<file path="src/rtl/accumulator_deskew.sv">
// rtl/accumulator_deskew.sv - per-lane skew delay lines feeding an aligned-row FIFO with batch row counting
// Optional ALIGN_CHECK_EN adds the sticky skew_err output and drops misaligned rows.
module accumulator_deskew #(
    parameter int N_COLS     = 4,
    parameter int DATA_W     = 16,
    parameter int FIFO_DEPTH = 4,
    parameter int CNT_W      = 8
) (
    input  logic                       clk,
    input  logic                       reset,
    input  logic [N_COLS-1:0]          valid_in,
    input  logic [N_COLS*DATA_W-1:0]   raw_data,
    input  logic                       out_ready,
    output logic                       aligned_valid,
    output logic [N_COLS*DATA_W-1:0]   aligned_data,
    output logic [CNT_W-1:0]           row_count,
    output logic                       batch_done,
`ifdef ALIGN_CHECK_EN
    output logic                       skew_err,
`endif
    output logic                       overflow
);

    localparam int AW  = $clog2(FIFO_DEPTH);
    localparam int CW1 = AW + 1;

    logic [N_COLS-1:0]        w_dv;
    logic [N_COLS*DATA_W-1:0] w_dd;

    // Lane c waits N_COLS-1-c cycles so it meets the last (undelayed) lane.
    for (genvar c = 0; c < N_COLS; c++) begin : g_lane
        localparam int D = N_COLS - 1 - c;
        if (D == 0) begin : g_thru
            assign w_dv[c]                    = valid_in[c];
            assign w_dd[c*DATA_W +: DATA_W]   = raw_data[c*DATA_W +: DATA_W];
        end else begin : g_dly
            logic [D-1:0]      r_v;
            logic [DATA_W-1:0] r_d [D];
            always_ff @(posedge clk) begin
                if (reset) begin
                    r_v <= '0;
                    for (int k = 0; k < D; k++) r_d[k] <= '0;
                end else begin
                    r_v[0] <= valid_in[c];
                    r_d[0] <= raw_data[c*DATA_W +: DATA_W];
                    for (int k = 1; k < D; k++) begin
                        r_v[k] <= r_v[k-1];
                        r_d[k] <= r_d[k-1];
                    end
                end
            end
            assign w_dv[c]                  = r_v[D-1];
            assign w_dd[c*DATA_W +: DATA_W] = r_d[D-1];
        end
    end

    logic w_fire;
    logic w_push_req;
    assign w_fire = w_dv[0];

`ifdef ALIGN_CHECK_EN
    logic w_all;
    logic w_skew;
    logic r_skew_err;
    assign w_all      = &w_dv;
    assign w_push_req = w_fire & w_all;
    assign w_skew     = (w_fire & ~w_all) | ((|(w_dv >> 1)) & ~w_fire);
    assign skew_err   = r_skew_err;
    always_ff @(posedge clk) begin
        if (reset)       r_skew_err <= 1'b0;
        else if (w_skew) r_skew_err <= 1'b1;
    end
`else
    assign w_push_req = w_fire;
`endif

    logic [N_COLS*DATA_W-1:0] r_mem [FIFO_DEPTH];
    logic [AW-1:0]            r_wr_ptr;
    logic [AW-1:0]            r_rd_ptr;
    logic [CW1-1:0]           r_count;
    logic                     r_overflow;
    logic                     r_prev_fire;
    logic [CNT_W-1:0]         r_row_count;

    logic w_full;
    logic w_pop;
    logic w_push;
    logic w_drop;
    logic w_batch_end;

    assign w_full      = (r_count == CW1'(FIFO_DEPTH));
    assign w_pop       = (r_count != '0) && out_ready;
    // A full FIFO still accepts a row when the head leaves in the same cycle.
    assign w_push      = w_push_req && (!w_full || w_pop);
    assign w_drop      = w_push_req && w_full && !w_pop;
    assign w_batch_end = r_prev_fire && !w_fire;

    always_ff @(posedge clk) begin
        if (reset) begin
            for (int k = 0; k < FIFO_DEPTH; k++) r_mem[k] <= '0;
            r_wr_ptr    <= '0;
            r_rd_ptr    <= '0;
            r_count     <= '0;
            r_overflow  <= 1'b0;
            r_prev_fire <= 1'b0;
            r_row_count <= '0;
        end else begin
            if (w_push) begin
                r_mem[r_wr_ptr] <= w_dd;
                r_wr_ptr        <= r_wr_ptr + AW'(1);
            end
            if (w_pop) r_rd_ptr <= r_rd_ptr + AW'(1);
            if (w_push && !w_pop)      r_count <= r_count + CW1'(1);
            else if (!w_push && w_pop) r_count <= r_count - CW1'(1);
            if (w_drop) r_overflow <= 1'b1;
            r_prev_fire <= w_fire;
            if (w_batch_end)  r_row_count <= CNT_W'(w_push);
            else if (w_push)  r_row_count <= r_row_count + CNT_W'(1);
        end
    end

    assign aligned_valid = (r_count != '0);
    assign aligned_data  = r_mem[r_rd_ptr];
    assign row_count     = r_row_count;
    assign batch_done    = w_batch_end;
    assign overflow      = r_overflow;

endmodule

</file>
<file path="config.mk">
export PLATFORM = sky130hd
export DESIGN_NAME = accumulator_deskew
export DESIGN_NICKNAME = d
export VERILOG_FILES = /design/src/rtl/accumulator_deskew.sv
export SDC_FILE = /design/constraint.sdc
export NUM_CORES = 1
export LEC_CHECK = 0
export ABC_AREA = 1
export CAP_MARGIN = 25
export CORE_MARGIN = 3
export CORE_UTILIZATION = 30
export DETAILED_ROUTE_END_ITERATION = 7
export PLACE_DENSITY = 0.54
export REMOVE_ABC_BUFFERS = 1
export SYNTH_ARGS = -nofsm -noshare
export SYNTH_HDL_FRONTEND = slang
export SYNTH_SLANG_ARGS = --single-unit
</file>
<file path="constraint.sdc">
create_clock -name clk -period 9.05 [get_ports clk]
set_input_delay 1.3575 -clock clk [delete_from_list [all_inputs] [get_ports clk]]
set_output_delay 1.3575 -clock clk [all_outputs]
set_load 0.02 [all_outputs]
</file>
==> impl_results.md, run 1 <==
- Register area share after synthesis: 0.671
- Post-route minimum period: 4.94 ns
- Final Hold Fails: 0
- Area Growth Syn to Fin: 23.5%
- Worst-margin pin slew: around 0.98 ns
- Overall Power: around 4.7 mW
- I/O pins: between 100 and 150
- Final setup margin: 4.11 ns
- GR Overflow Total: 0
- Chip height: 230 µm
- Max FO, Critical Path: 74
- Yosys top cell by area: edfxtp_1
- Synthesized flop and latch total: ~370
- Final hold slack: 0.398 ns
- H-tree Lvls: 2
- Drt total wl: ~36,000 µm
- Row cnt: 81
- Clock latency at the later pin of the worst-skew pair: 0.55 ns
- Synthesized area: 15,000 µm²
- Worst EP arrival: about 3.6 ns
- 1st-iter DRT viols: 613
- Overall global routing resource usage: 0.135
- Worst path required time: 7.69 ns
- Finished Core Util: 0.377
- Netlist cell types: 30
- Fill cell count: 4,888
- Post-synth top area share: 0.513
- Post-DRT Antenna Nets: 0
- Gate Count Post-Synth: 1,461
- Fmax: 0.202 GHz
- Cell Area, Placed: 17,000 µm²
- Final GP Congestion: 0.742
- Max cap viols: 0
- Status: complete, no violations
- Starting Density: 0.305
- Num CTS Buffers: 43
- Crit path capture type: output port
- Slew margin rel.: 0.348
- Fraction of layout instances using a drive strength above 1: 0.115
- HPWL Detailed: ~19,000 µm
- Initial antenna violation count: 1
- Syn Area/Cell: a little over 10 µm²
- CTS max path bufs: 3
- RSZ-0062 raised after global routing: no
- Part of the cycle the worst path needs: 0.546
- Final Cell Area: 18,500 µm²
- Pins over their slew limit: 0
- Antenna fix cells: 0
- Clock slew at reported path FFs: 0.06 ns
- Synth area leaders: edfxtp_1 51%, dfxtp_1 16%, nor2_1 11%
- First-pass GRT wire length: 55,300 µm
- Async SR Flop Fraction: 0
- Die width: 230 µm
- Worst Setup Start Kind: flip-flop
- Flop2flop setup slack: 5.83 ns
- Postcts setup bufs: 0
- Worst vdd rail ir drop: 124 µV
- # placed instances: 2,202
- Root buffer cell: clkbuf_16
- DIE AREA: 52,700 µm²
- Final Skew: 0.0139 ns
- DRC viols: 0
- Final Instance Count excl. Fillers: around 2,300
- CTS tree: done
- Min-Delay Path Class: flip-flop to flip-flop
- # hold bufs at CTS: 0
- CTS sink cnt: 374
- Fin Setup TNS: 0 ns
- Post-synth EDFFs: approximately 260
- Post-CTS Resized: 0
- First-pass DRT Iterations: 5
- Maximum number of pins on one net before global-route repair: 75
- Top FF cell, synth: edfxtp_1
- PD cells: 256 nW/µm²
- DR WL/cell: 15.7 µm
- Buffers on Ports: ~140
- # setup viols final: 0
- Vias: 10,000
- Yosys warns: 0
- Net count, final: 1,658
- Core ar.: 49,200 µm²
- Vias per inst: 4.39
- Worst Setup Path Type: flip-flop to output port
- Number of global-route vias before repair: 9,996
- Leakage Power: around 6.7 nW
- DP Worst Slack: 3.95 ns
[worst max-delay path, cell delays in order (launching register included)]
cell,delay [ns]
dfxtp_4,0.54
inv_4,0.56
buf_4,0.74
o21ai_0,0.16
o22ai_1,0.27
clkdlybuf4s50_1,0.67
[cells in the final DEF, fill, tap and decap left out, drive strengths merged]
master,Yosys,layout
ha,2,2
dfxtp,118,118
nand2,31,31
clkinvlp,0,2
clkdlybuf4s50,0,141
nand3b,1,1
o21bai,2,2
clkbuf,50,52
o22ai,65,65
nor3b,1,1
xnor2,1,1
clkinv,0,21
buf,31,18
a32o,1,1
fa,1,1
o31ai,1,1
nor2,501,501
a21oi,11,11
nand3,4,4
edfxtp,256,256
o21ai,137,137
xor2,1,1
inv,246,245
bufinv,0,5
[worst paths after layout]
kind,from,end,depth (start not counted)
hold reg to reg,g_lane[0].g_dly.r_d[0][8],g_lane[0].g_dly.r_d[0][24],2
hold / removal,g_lane[0].g_dly.r_d[0][8],g_lane[0].g_dly.r_d[0][24],2
setup reg to reg,r_count[0],r_mem[0][17],8
setup / recovery,flip-flop,aligned_data[33],5
[sequential cells by signal, indices dropped and copies added, names as in the netlist, named ones only]
name,flops
r_wr_ptr,2
overflow,1
g_lane.g_dly.r_v,3
r_mem,256
r_prev_fire,1
row_count,8
r_rd_ptr,2
r_count,3
g_lane.g_dly.r_d,96
[final cells by class]
type	instances	area, µm²	share of cell area
inverters	246	928	0.0502
clock buffers	52	1180	0.0639
well taps	664	831	0.0449
clock inverters	27	265	0.0143
flip-flops and latches	374	10100	0.543
multi-input cells	760	3660	0.198
repair buffers	159	1590	0.0857
[where the power goes]
group          internal [mW]  switching [mW]
Sequential              1.90          0.0587
Clock                   1.07           0.685
Combinational          0.395           0.626
Total                   3.37            1.37
[synthesized netlist by cell type, types with 4 or more instances]
master	n
nor2_1	459
edfxtp_1	256
inv_1	203
o21ai_0	135
dfxtp_1	118
o22ai_1	65
clkbuf_1	50
inv_2	43
nor2_4	41
nand2_1	29
buf_2	16
a21oi_1	10
buf_6	9
nand3_1	4
[per-layer routing]
layer,GRT usage,routed length [µm],vias up
met2,0.223,16800,240
met5,0,13,-
met1,0.176,16200,4795
li1,-,-,4911
met4,0.0416,805,2
met3,0.0342,2020,60
[kinds of logic (layout without fill, tap and decap cells)]
family,after synthesis,in the layout,share of synthesized area
xor gates and xnor gates,2,2,0.00117
adders and majority gates,3,3,0.00301
DFF,374,374,0.671
and+or+nand+nor,538,538,0.157
buffers and inverters,327,484,0.0896
AOI/OAI and AO/OA,217,217,0.0790
Note: power is estimated with default switching activity, not from simulation.
==> run 2: changes to the inputs <==
Clock period 9.05 ns to 5 ns, I/O delays scaled along.
==> run 2 against run 1 <==
Net effect:
- cell area fell by 0.68%
- total power grew 77%
- combinational power rose by 83%
- core utilization decreased by 0.26 points
- count of clock-buffer cells in the layout increased by 10
- largest power group unchanged
==> impl_results.md, run 2 (synthesis gave the netlist of run 1 again) <==
- HP Start: g_lane[0].g_dly.r_d[0][7]
- # setup viols final: 0
- CTS tree: done
- Max reg flops: approximately 260
- Fin Setup TNS: 0 ns
- 1st-iter DRT viols: 563
- Most common cell after layout, fill and taps aside: nor2_1
- Core ar.: 49,200 µm²
- Number of global-route vias before repair: 10,100
- Overall Power: 8.40 mW
- Fraction of layout instances using a drive strength above 1: 0.106
- Worst EP arrival: 3.33 ns
- Worst Setup Start Kind: flip-flop
- Final GP Congestion: 0.726
- Post-route minimum period: between 4 and 5 ns
- Initial antenna violation count: 1
- Post-DRT Antenna Nets: 0
- Multi-input logic area: 3660 µm²
- Critical path, cell by cell: buf_4, o21ai_0, o22ai_1, clkdlybuf4s50_1
- Max cap viols: 0
- Slew margin rel.: 0.335
- Root buffer cell: clkbuf_16
- Area Growth Syn to Fin: 22.7%
- RSZ-0062 raised after global routing: no
- DRC viols: 0
- R2r worst-path depth: 7
- Final Instance Count excl. Fillers: 2,282
- Worst path required time: roughly 4.3 ns
- Fmax: 0.245 GHz
- Part of the cycle the worst path needs: 0.816
- Fill cell count: just under 5,000
- Clock latency at the later pin of the worst-skew pair: 0.56 ns
- Final Skew: 0.0151 ns
- Reg2reg end: r_mem[0][49]
- CP max-delay cell: buf_4
- # hold bufs at CTS: 0
- Postcts setup bufs: 0
- Buffers & Inverters on Critical Path: 2
- First-pass GRT wire length: ~56,000 µm
- Largest stage delay on the critical path: 0.78 ns
- Vias: 10,000
- R2r startpoint: r_count[0]
- Finished Core Util: 0.374
- Top reg by flops: r_mem
- Status: complete, no violations
- Worst Setup Path Type: flip-flop to output port
- Num CTS Buffers: 43
- PD cells: 457 nW/µm²
- HPWL Detailed: 18,500 µm
- Starting Density: 0.305
- CTS max path bufs: 3
- Most frequent cells in the layout: 459 x nor2_1, 256 x edfxtp_1, 201 x inv_1
- # placed instances: between 2,000 and 2,500
- Overall global routing resource usage: 0.137
- DIE AREA: 52,700 µm²
- Vias per inst: 4.39
- GR Overflow Total: 0
- Buffers on Ports: 142
- Chip height: about 230 µm
- Top Family by Delay on Critical Path: buffers and inverters
- Min-Delay Endpoint: g_lane[0].g_dly.r_d[0][23]
- Crit path capture type: output port
- Flop2flop setup slack: 2.38 ns
- Antenna fix cells: 0
- Die width: about 230 µm
- Clock slew at reported path FFs: about 0.060 ns
- Worst-margin pin slew: 0.998 ns
- Post-CTS Resized: 0
- Maximum number of pins on one net before global-route repair: 88
- Area occupied by registers: just over 10,000 µm²
- CTS sink cnt: 374
- Max FO, Critical Path: between 80 and 90
- Final Hold Fails: 0
- Worst hold stages: 2
- First-pass DRT Iterations: 4
- Row cnt: 81
- DR WL/cell: 15.8 µm
- Drt total wl: 36,000 µm
- H-tree Lvls: 2
- Pins over their slew limit: 0
- Net count, final: 1,658
- Worst vdd rail ir drop: ~280 µV
- Min-Delay Path Class: flip-flop to flip-flop
- I/O pins: 146
- Leakage Power: 6.63 nW
run 2: cell types whose count changed in the layout (fill, tap and decap cells not counted), sizes merged:
cell / change
bufinv: -3
clkbuf: +10
clkinv: -7
run 2: routing by layer:
layer / share of wire / vias up / GRT usage
met4: 0.019 / 2 / 0.0357
met5: 0.00047 / - / 0
met3: 0.056 / 51 / 0.0350
met2: 0.47 / 201 / 0.228
li1: - / 4928 / -
met1: 0.45 / 4838 / 0.178
run 2: how the worst max path moves through the flow:
stage | end | cells past startpoint
floorplan | r_mem[1][0] | 4
global placement | aligned_data[20] | 4
detailed placement | aligned_data[20] | 4
CTS | aligned_data[20] | 4
global route | aligned_data[20] | 4
finish | aligned_data[34] | 4
run 2: area by class of cell:
| class | count | area share |
|---|---|---|
| Clock buffer | 62 | 0.0658 |
| Multi-Input combinational cell | 760 | 0.199 |
| Tap cell | 664 | 0.0452 |
| Clock inverter | 17 | 0.00756 |
| Inverter | 246 | 0.0505 |
| Sequential cell | 374 | 0.547 |
| Timing Repair Buffer | 159 | 0.0848 |
run 2: power breakdown:
group	internal [mW]	switching, mW
Combinational	0.717	1.15
Clock	1.79	1.22
Sequential	3.44	0.0897
run 2: worst min-delay path, stage by stage, from the launching register on:
cell	delay, ns
dfxtp_1	0.29
inv_1	0.04
nor2_1	0.03
run 2: metrics by stage:
stage	worst slack [ns]	hold WS, ns	cell area (µm²)
2_1_floorplan	-1.39	0.388	14600
3_3_place_gp	1.47	0.390	17000
3_5_place_dp	1.42	0.392	17000
4_1_cts	0.810	0.400	18400
5_1_grt	0.676	0.408	18400
6_report	0.918	0.393	18400
==> run 3: changes to the inputs <==
Settings changed: PLACE_DENSITY 0.54 to 0.56.
Clock period 5 ns to 3.73 ns, I/O delays scaled along.
==> run 3 against run 2 <==
Net effect:
- total power grew 37%
- critical endpoint is now aligned_data[36]
- largest power group unchanged
- register-to-register slack lost 0.83 ns
- critical path depth is the same
- worst hold slack gained 0.0052 ns
- first-iteration DRC count grew 9.2%
- highest routed layer unchanged
==> impl_results.md, run 3 (synthesis gave the netlist of run 1 again) <==
- Fin Setup TNS: 0 ns
- Max FO, Critical Path: 25
- Min-Delay Path Class: flip-flop to flip-flop
- Initial antenna violation count: 2
- Area Growth Syn to Fin: 24.1%
- Pint: 8.22 mW
- I/O pins: ~150
- Antenna fix cells: 0
- Worst vdd rail ir drop: 318 µV
- CTS sink cnt: ~370
- Crit path capture type: output port
- Maximum number of pins on one net before global-route repair: 129
- Fill cell count: ~4,900
- Leakage Power: 6.74 nW
- CTS max path bufs: 3
- Final GP Congestion: 0.733
- Num CTS Buffers: 42
- NetSw: 3.31 mW
- Final Skew: between 0.01 and 0.015 ns
- Die width: 230 µm
- Clk pwr share: 0.368
- Final Hold Fails: 0
- Row cnt: 81
- Overall global routing resource usage: 0.141
- Combinational share of power: 0.225
- Max cap viols: 0
- HPWL Detailed: 19,500 µm
- Buffers on Ports: roughly 140
- PD cells: 620 nW/µm²
- CP max-delay cell: dfxtp_2
- H-tree Lvls: 2
- Vias: between 10,000 and 15,000
- Worst Setup Path Type: flip-flop to output port
- Most frequent cells in the layout: 459 x nor2_1, 256 x edfxtp_1, 201 x inv_1
- Fmax: 0.295 GHz
- Critical path, cell by cell: buf_4, o21ai_0, o22ai_1, clkdlybuf4s50_1
- CTS tree: done
- Status: complete, no violations
- Net count, final: 1,663
- Postcts setup bufs: 0
- Number of global-route vias before repair: 10,400
- Core ar.: 49,200 µm²
- Worst path required time: 3.17 ns
- Fraction of layout instances using a drive strength above 1: 0.113
- DIE AREA: 52,700 µm²
- GR Overflow Total: 0
- First-pass DRT Iterations: 4
- Worst-margin pin slew: a little under 1 ns
- RSZ-0062 raised after global routing: no
- Overall Power: 11.5 mW
- Switching Fraction: 0.287
- Max reg flops: ~260
- DR WL/cell: 16.0 µm
- Pins over their slew limit: 0
- Largest stage delay on the critical path: roughly 0.75 ns
- Post-route minimum period: 3.38 ns
- Clock latency at the later pin of the worst-skew pair: ~0.55 ns
- Most common cell after layout, fill and taps aside: nor2_1
- Post-DRT Antenna Nets: 0
- Root buffer cell: clkbuf_16
- # hold bufs at CTS: 0
- Vias per inst: 4.41
- DRC viols: 0
- Clock slew at reported path FFs: about 0.060 ns
- Worst EP arrival: 2.82 ns
- # setup viols final: 0
- Part of the cycle the worst path needs: 0.907
- First-pass GRT wire length: 57,900 µm
- Drt total wl: 36,700 µm
- Top reg by flops: r_mem
- Chip height: 230 µm
- Post-CTS Resized: 0
- Slew margin rel.: 0.345
- Register share of total power: 0.407
- Worst Setup Start Kind: flip-flop
- Starting Density: 0.305
- 1st-iter DRT viols: 615
==> run 3: cell types whose count changed in the layout (fill, tap and decap cells not counted), sizes merged <==
cell,change
buf,+6
inv,+1
clkbuf,+2
clkinv,-5
clkinvlp,-1
bufinv,+2
==> run 3: per-stage QoR <==
stage | hold slack (ns) | instances | util | setup slack [ns] | cell area (µm²)
floorplan | 0.388 | 1380 | - | -2.66 | 14600
global route | 0.408 | 2287 | 0.378 | 0.160 | 18600
CTS | 0.402 | 2287 | 0.378 | 0.252 | 18600
detailed placement | 0.393 | 2209 | 0.349 | 0.859 | 17200
finish | 0.398 | 2287 | 0.378 | 0.346 | 18600
global placement | 0.392 | 2209 | 0.349 | 0.855 | 17200
==> run 3: final cells by class <==
cell class	instances	area (µm²)	area share
timing repair buffer	165	1680	0.0903
clock inverter	14	178	0.00956
tap	664	831	0.0447
clock buffer	64	1260	0.0678
multi-input combinational	760	3660	0.197
sequential	374	10100	0.541
inverter	246	928	0.0499
==> run 3: power by group through the flow <==
stage / clock [mW] / combinational, mW / sequential (mW)
3_3_place_gp: 0 / 2.62 / 4.77
4_1_cts: 4.39 / 2.65 / 4.69
2_1_floorplan: 0 / 1.27 / 4.86
5_1_grt: 4.55 / 2.83 / 4.71
6_report: 4.25 / 2.59 / 4.69
3_5_place_dp: 0 / 2.64 / 4.78
==> run 3: path summary, 6_finish.rpt <==
path / startpoint / to / slack, ns / depth (start not counted)
worst max-delay path: flip-flop / aligned_data[36] / 0.35 / 4
worst min-delay path: g_lane[0].g_dly.r_d[0][28] / g_lane[0].g_dly.r_d[0][44] / 0.40 / 2
worst max register to register: r_count[0] / r_mem[0][26] / 1.55 / 7
worst min register to register: g_lane[0].g_dly.r_d[0][28] / g_lane[0].g_dly.r_d[0][44] / 0.40 / 2
==> run 3: worst max-delay path: cells and delay by family, from the launching register on <==
| kind | cells | cell delay (ns) |
|---|---|---|
| DFF | 1 | 0.75 |
| AOI/OAI and AO/OA | 2 | 0.46 |
| buffers and inverters | 2 | 1.06 |
==> run 3: layer usage <==
layer | track usage | wire, µm
met5 | 0 | 11
met4 | 0.0437 | 770
met3 | 0.0264 | 1730
met2 | 0.234 | 17400
met1 | 0.188 | 16800
==> patch 1 (config.mk and constraints of run 2) <==
`DATA_W`: 16 -> 18.
--- a/src/rtl/accumulator_deskew.sv
+++ b/src/rtl/accumulator_deskew.sv
@@ -4,3 +4,3 @@
     parameter int N_COLS     = 4,
-    parameter int DATA_W     = 16,
+    parameter int DATA_W     = 18,
     parameter int FIFO_DEPTH = 4,
Ports: changed (resized aligned_data and raw_data); port bits go from 146 to 162. No check against the original RTL was run, so the function may have changed too.
==> patch 1 against run 2 <==
Design area up 13%. Utilization up 0.087 points. Sequential cell count up 44. Worst setup slack better by 0.073 ns. Total power up 12%. Wire length up 12%. Synthesized cell count up 11%. Area after synthesis up 13%.
==> patch 1: results (changes against run 2) <==
status=finished clean; multi-input gate count=843 (+11%); Global Route Usage Sum=0.1374 (+0.0002234); register area share after synthesis=0.6671 (-0.003556); Fillers=5589 (+13%); hold_sp=g_lane[0].g_dly.r_d[0][5]; most frequent cells after synthesis=nor2_1 (502), edfxtp_1 (288), inv_1 (270), o21ai_0 (151), dfxtp_1 (130); met1 Resource Use GR=0.1760 (-0.002447); # port buffers=158 (+11%); cts bufs inserted=47 (+9.3%); adder-cell share of the synthesized area=0.002671 (-0.0003351); Placer Congestion=0.7375 (+1.6%); Crit Path Max Fanout=79 (-3.7%); layout cell share with drive strength beyond 1=0.09101 (-0.01529); global-route wire length before repair=63.59 mm (+13%); Non-Clock Buffer Count=176 (+11%); clock sinks=418 (+12%); worst hold slack=0.3962 ns (+0.003530 ns); CP max-delay cell=dfxtp_4; inverter count=278 (+13%); ranking of synthesized cells by area=edfxtp_1 (51%), dfxtp_1 (15%), nor2_1 (11%); DP Worst Slack=1.182 ns (-0.2389 ns); routed vias=11160 (+11%); total wire length=40.29 mm (+12%); Max-slew headroom=0.3580 (+0.02322)
patch 1: cell types whose count changed in the layout (fill, tap and decap cells not counted), moves of 4 or more:
cell,delta
buf_12,+6
buf_4,-5
clkbuf_16,+4
clkdlybuf4s50_1,+16
clkinv_2,+4
dfxtp_1,+12
edfxtp_1,+32
inv_1,+68
inv_2,-37
nor2_1,+43
nor2_4,+17
o21ai_0,+16
o22ai_1,+8
patch 1: metrics by stage:
| stage | area [sq um] | power, mW | util | setup TNS (ns) | instances |
|---|---|---|---|---|---|
| CTS | 20710 | 9.591 | 0.3744 | 0 | 2549 |
| global placement | 19170 | 6.104 | 0.3466 | 0 | 2462 |
| finish | 20730 | 9.417 | 0.3748 | 0 | 2550 |
| global route | 20730 | 9.894 | 0.3748 | 0 | 2550 |
| detailed placement | 19170 | 6.127 | 0.3466 | 0 | 2462 |
| floorplan | 16380 | 5.093 | - | -591.00 | 1539 |
==> patch 2 (settings of run 2) <==
Without the edit above. Put one more register stage on the output `row_count`. The value now appears one clock later. The other outputs are not delayed to match.
--- a/src/rtl/accumulator_deskew.sv
+++ b/src/rtl/accumulator_deskew.sv
@@ -123,3 +123,5 @@
     assign aligned_data  = r_mem[r_rd_ptr];
-    assign row_count     = r_row_count;
+    always_ff @(posedge clk) begin
+        row_count <= r_row_count;
+    end
     assign batch_done    = w_batch_end;
Formal check against the unedited RTL: no difference found for any inputs over 4 cycles, from zero or initial values and one cycle with reset high; that may be too few to reach the edited logic, so the function may still have changed.
==> patch 2 against run 2 <==
Area after synthesis increased by 1.7%. Design area is 1.6% higher. Sequential share of layout area about the same. Sequential cell count grew 8. Largest power group unchanged. Worst setup slack better by 0.14 ns. Total power fell by 3.4%. Wire length increased by 3.0%. Global-route usage rose by 0.16 points.
==> patch 2: results (changes against run 2) <==
cts bufs inserted=44 (+2.3%); initial drt markers=479 (-15%); H-tree levels=2 (unchanged); # port buffers=142 (unchanged); biggest regs=r_mem: 256 flops, g_lane.g_dly.r_d: 96 flops; critical path arrival=3.20 ns (-0.13 ns); initial antenna violation count=0 (-1); register area share after synthesis=0.6702 (about the same); WL/cell=16.13 microns (+2.4%); vias per inst=4.392 (about the same); drt pass-1 iters=4 (unchanged); minimum clock period=3.947 ns (-0.1351 ns); clock-pin slew on the worst setup and hold paths=0.05 ns; ANT cells=0 (unchanged); status=finished clean; CP max-delay cell=clkdlybuf4s50_1; Final HPWL DP=19.01 mm (+2.6%); Nets=1672 (+0.84%); main flop type after synthesis=edfxtp_1; most frequent cells after synthesis=nor2_1 (432), edfxtp_1 (256), inv_1 (207), o21ai_0 (134), dfxtp_1 (126); global-route wire length before repair=57.53 mm (+2.3%); asr flop ratio synth=0 (unchanged); Global Route Usage Sum=0.1388 (+0.001608); Fillers=4873 (-1.4%); placed inst area=17300 sq um (+1.6%); Setup Skew=0.01284 ns (-0.002261 ns); Max Root-Sink Buffers=3 (unchanged); Crit Path Max Fanout=78 (-4.9%); DP Worst Slack=1.350 ns (-0.07008 ns); ranking of synthesized cells by area=edfxtp_1 (50%), dfxtp_1 (17%), nor2_1 (11%); Leakage Power=6.760 nW (+2.0%); vias in the first global route=10250 (+1.4%); Netlist cell types=28 (-6.7%); worst vdd ir=0.1817 mV (-34%); CP max stage delay=0.67 ns (-0.11 ns); slew of the pin with the lowest slew margin=1.028 ns (+0.03018 ns); internal power component=5.864 mW (-1.3%); Placer Congestion=0.7040 (-3.0%); reg-to-reg setup timing slack=2.19 ns (-0.19 ns); largest net degree at the start of global routing=79 (-10%); layout cell share with drive strength beyond 1=0.1232 (+0.01693)
patch 2: kinds of logic after synthesis:
family | share of synthesized area
adder cells (fa/ha/maj) | 0.002957
AND/OR/NAND/NOR | 0.1589
XOR/XNOR | 0.001150
flip-flops | 0.6702
AO/OA/AOI/OAI | 0.07630
buffers and inverters | 0.09043
patch 2: stage by stage:
stage	hold WS, ns	util	setup TNS [ns]	cells
floorplan	0.3552	-	-358.00	1391
global placement	0.3834	0.3490	0	2215
detailed placement	0.3786	0.3490	0	2215
CTS	0.3851	0.3762	0	2294
global route	0.3990	0.3766	0	2295
finish	0.3851	0.3766	0	2295
patch 2: final timing paths:
kind,from,end,cells after the start
setup reg to reg,r_count[0],r_mem[1][13],8
setup / recovery,flop,aligned_data[2],5
hold reg to reg,r_row_count[6],row_count[6],0
hold / removal,r_row_count[6],row_count[6],0
patch 2: layout make-up:
class / instances / area (sq um) / share of cell area
flip-flops and latches: 382 / 10210 / 0.5473
multi-input cells: 761 / 3711 / 0.1988
well taps: 664 / 830.8 / 0.04451
clock buffers: 60 / 1202 / 0.06442
inverters: 248 / 935.9 / 0.05014
clock inverters: 19 / 146.4 / 0.007843
repair buffers: 161 / 1624 / 0.08701
patch 2: metal layers:
layer / routed length (microns) / up-vias / global-route usage
met4: 569 / 0 / 0.03196
met3: 1908 / 47 / 0.03331
met1: 16910 / 4876 / 0.1813
met2: 17640 / 196 / 0.2337
met5: 0 / - / 0
li1: - / 4960 / -
patch 2: power groups by stage:
stage	logic, mW	registers (mW)	clock network [mW]
3_5_place_dp	1.54	3.65	0
6_report	1.51	3.58	3.03
4_1_cts	1.54	3.59	3.13
2_1_floorplan	0.756	3.66	0
3_3_place_gp	1.53	3.65	0
5_1_grt	1.65	3.60	3.25
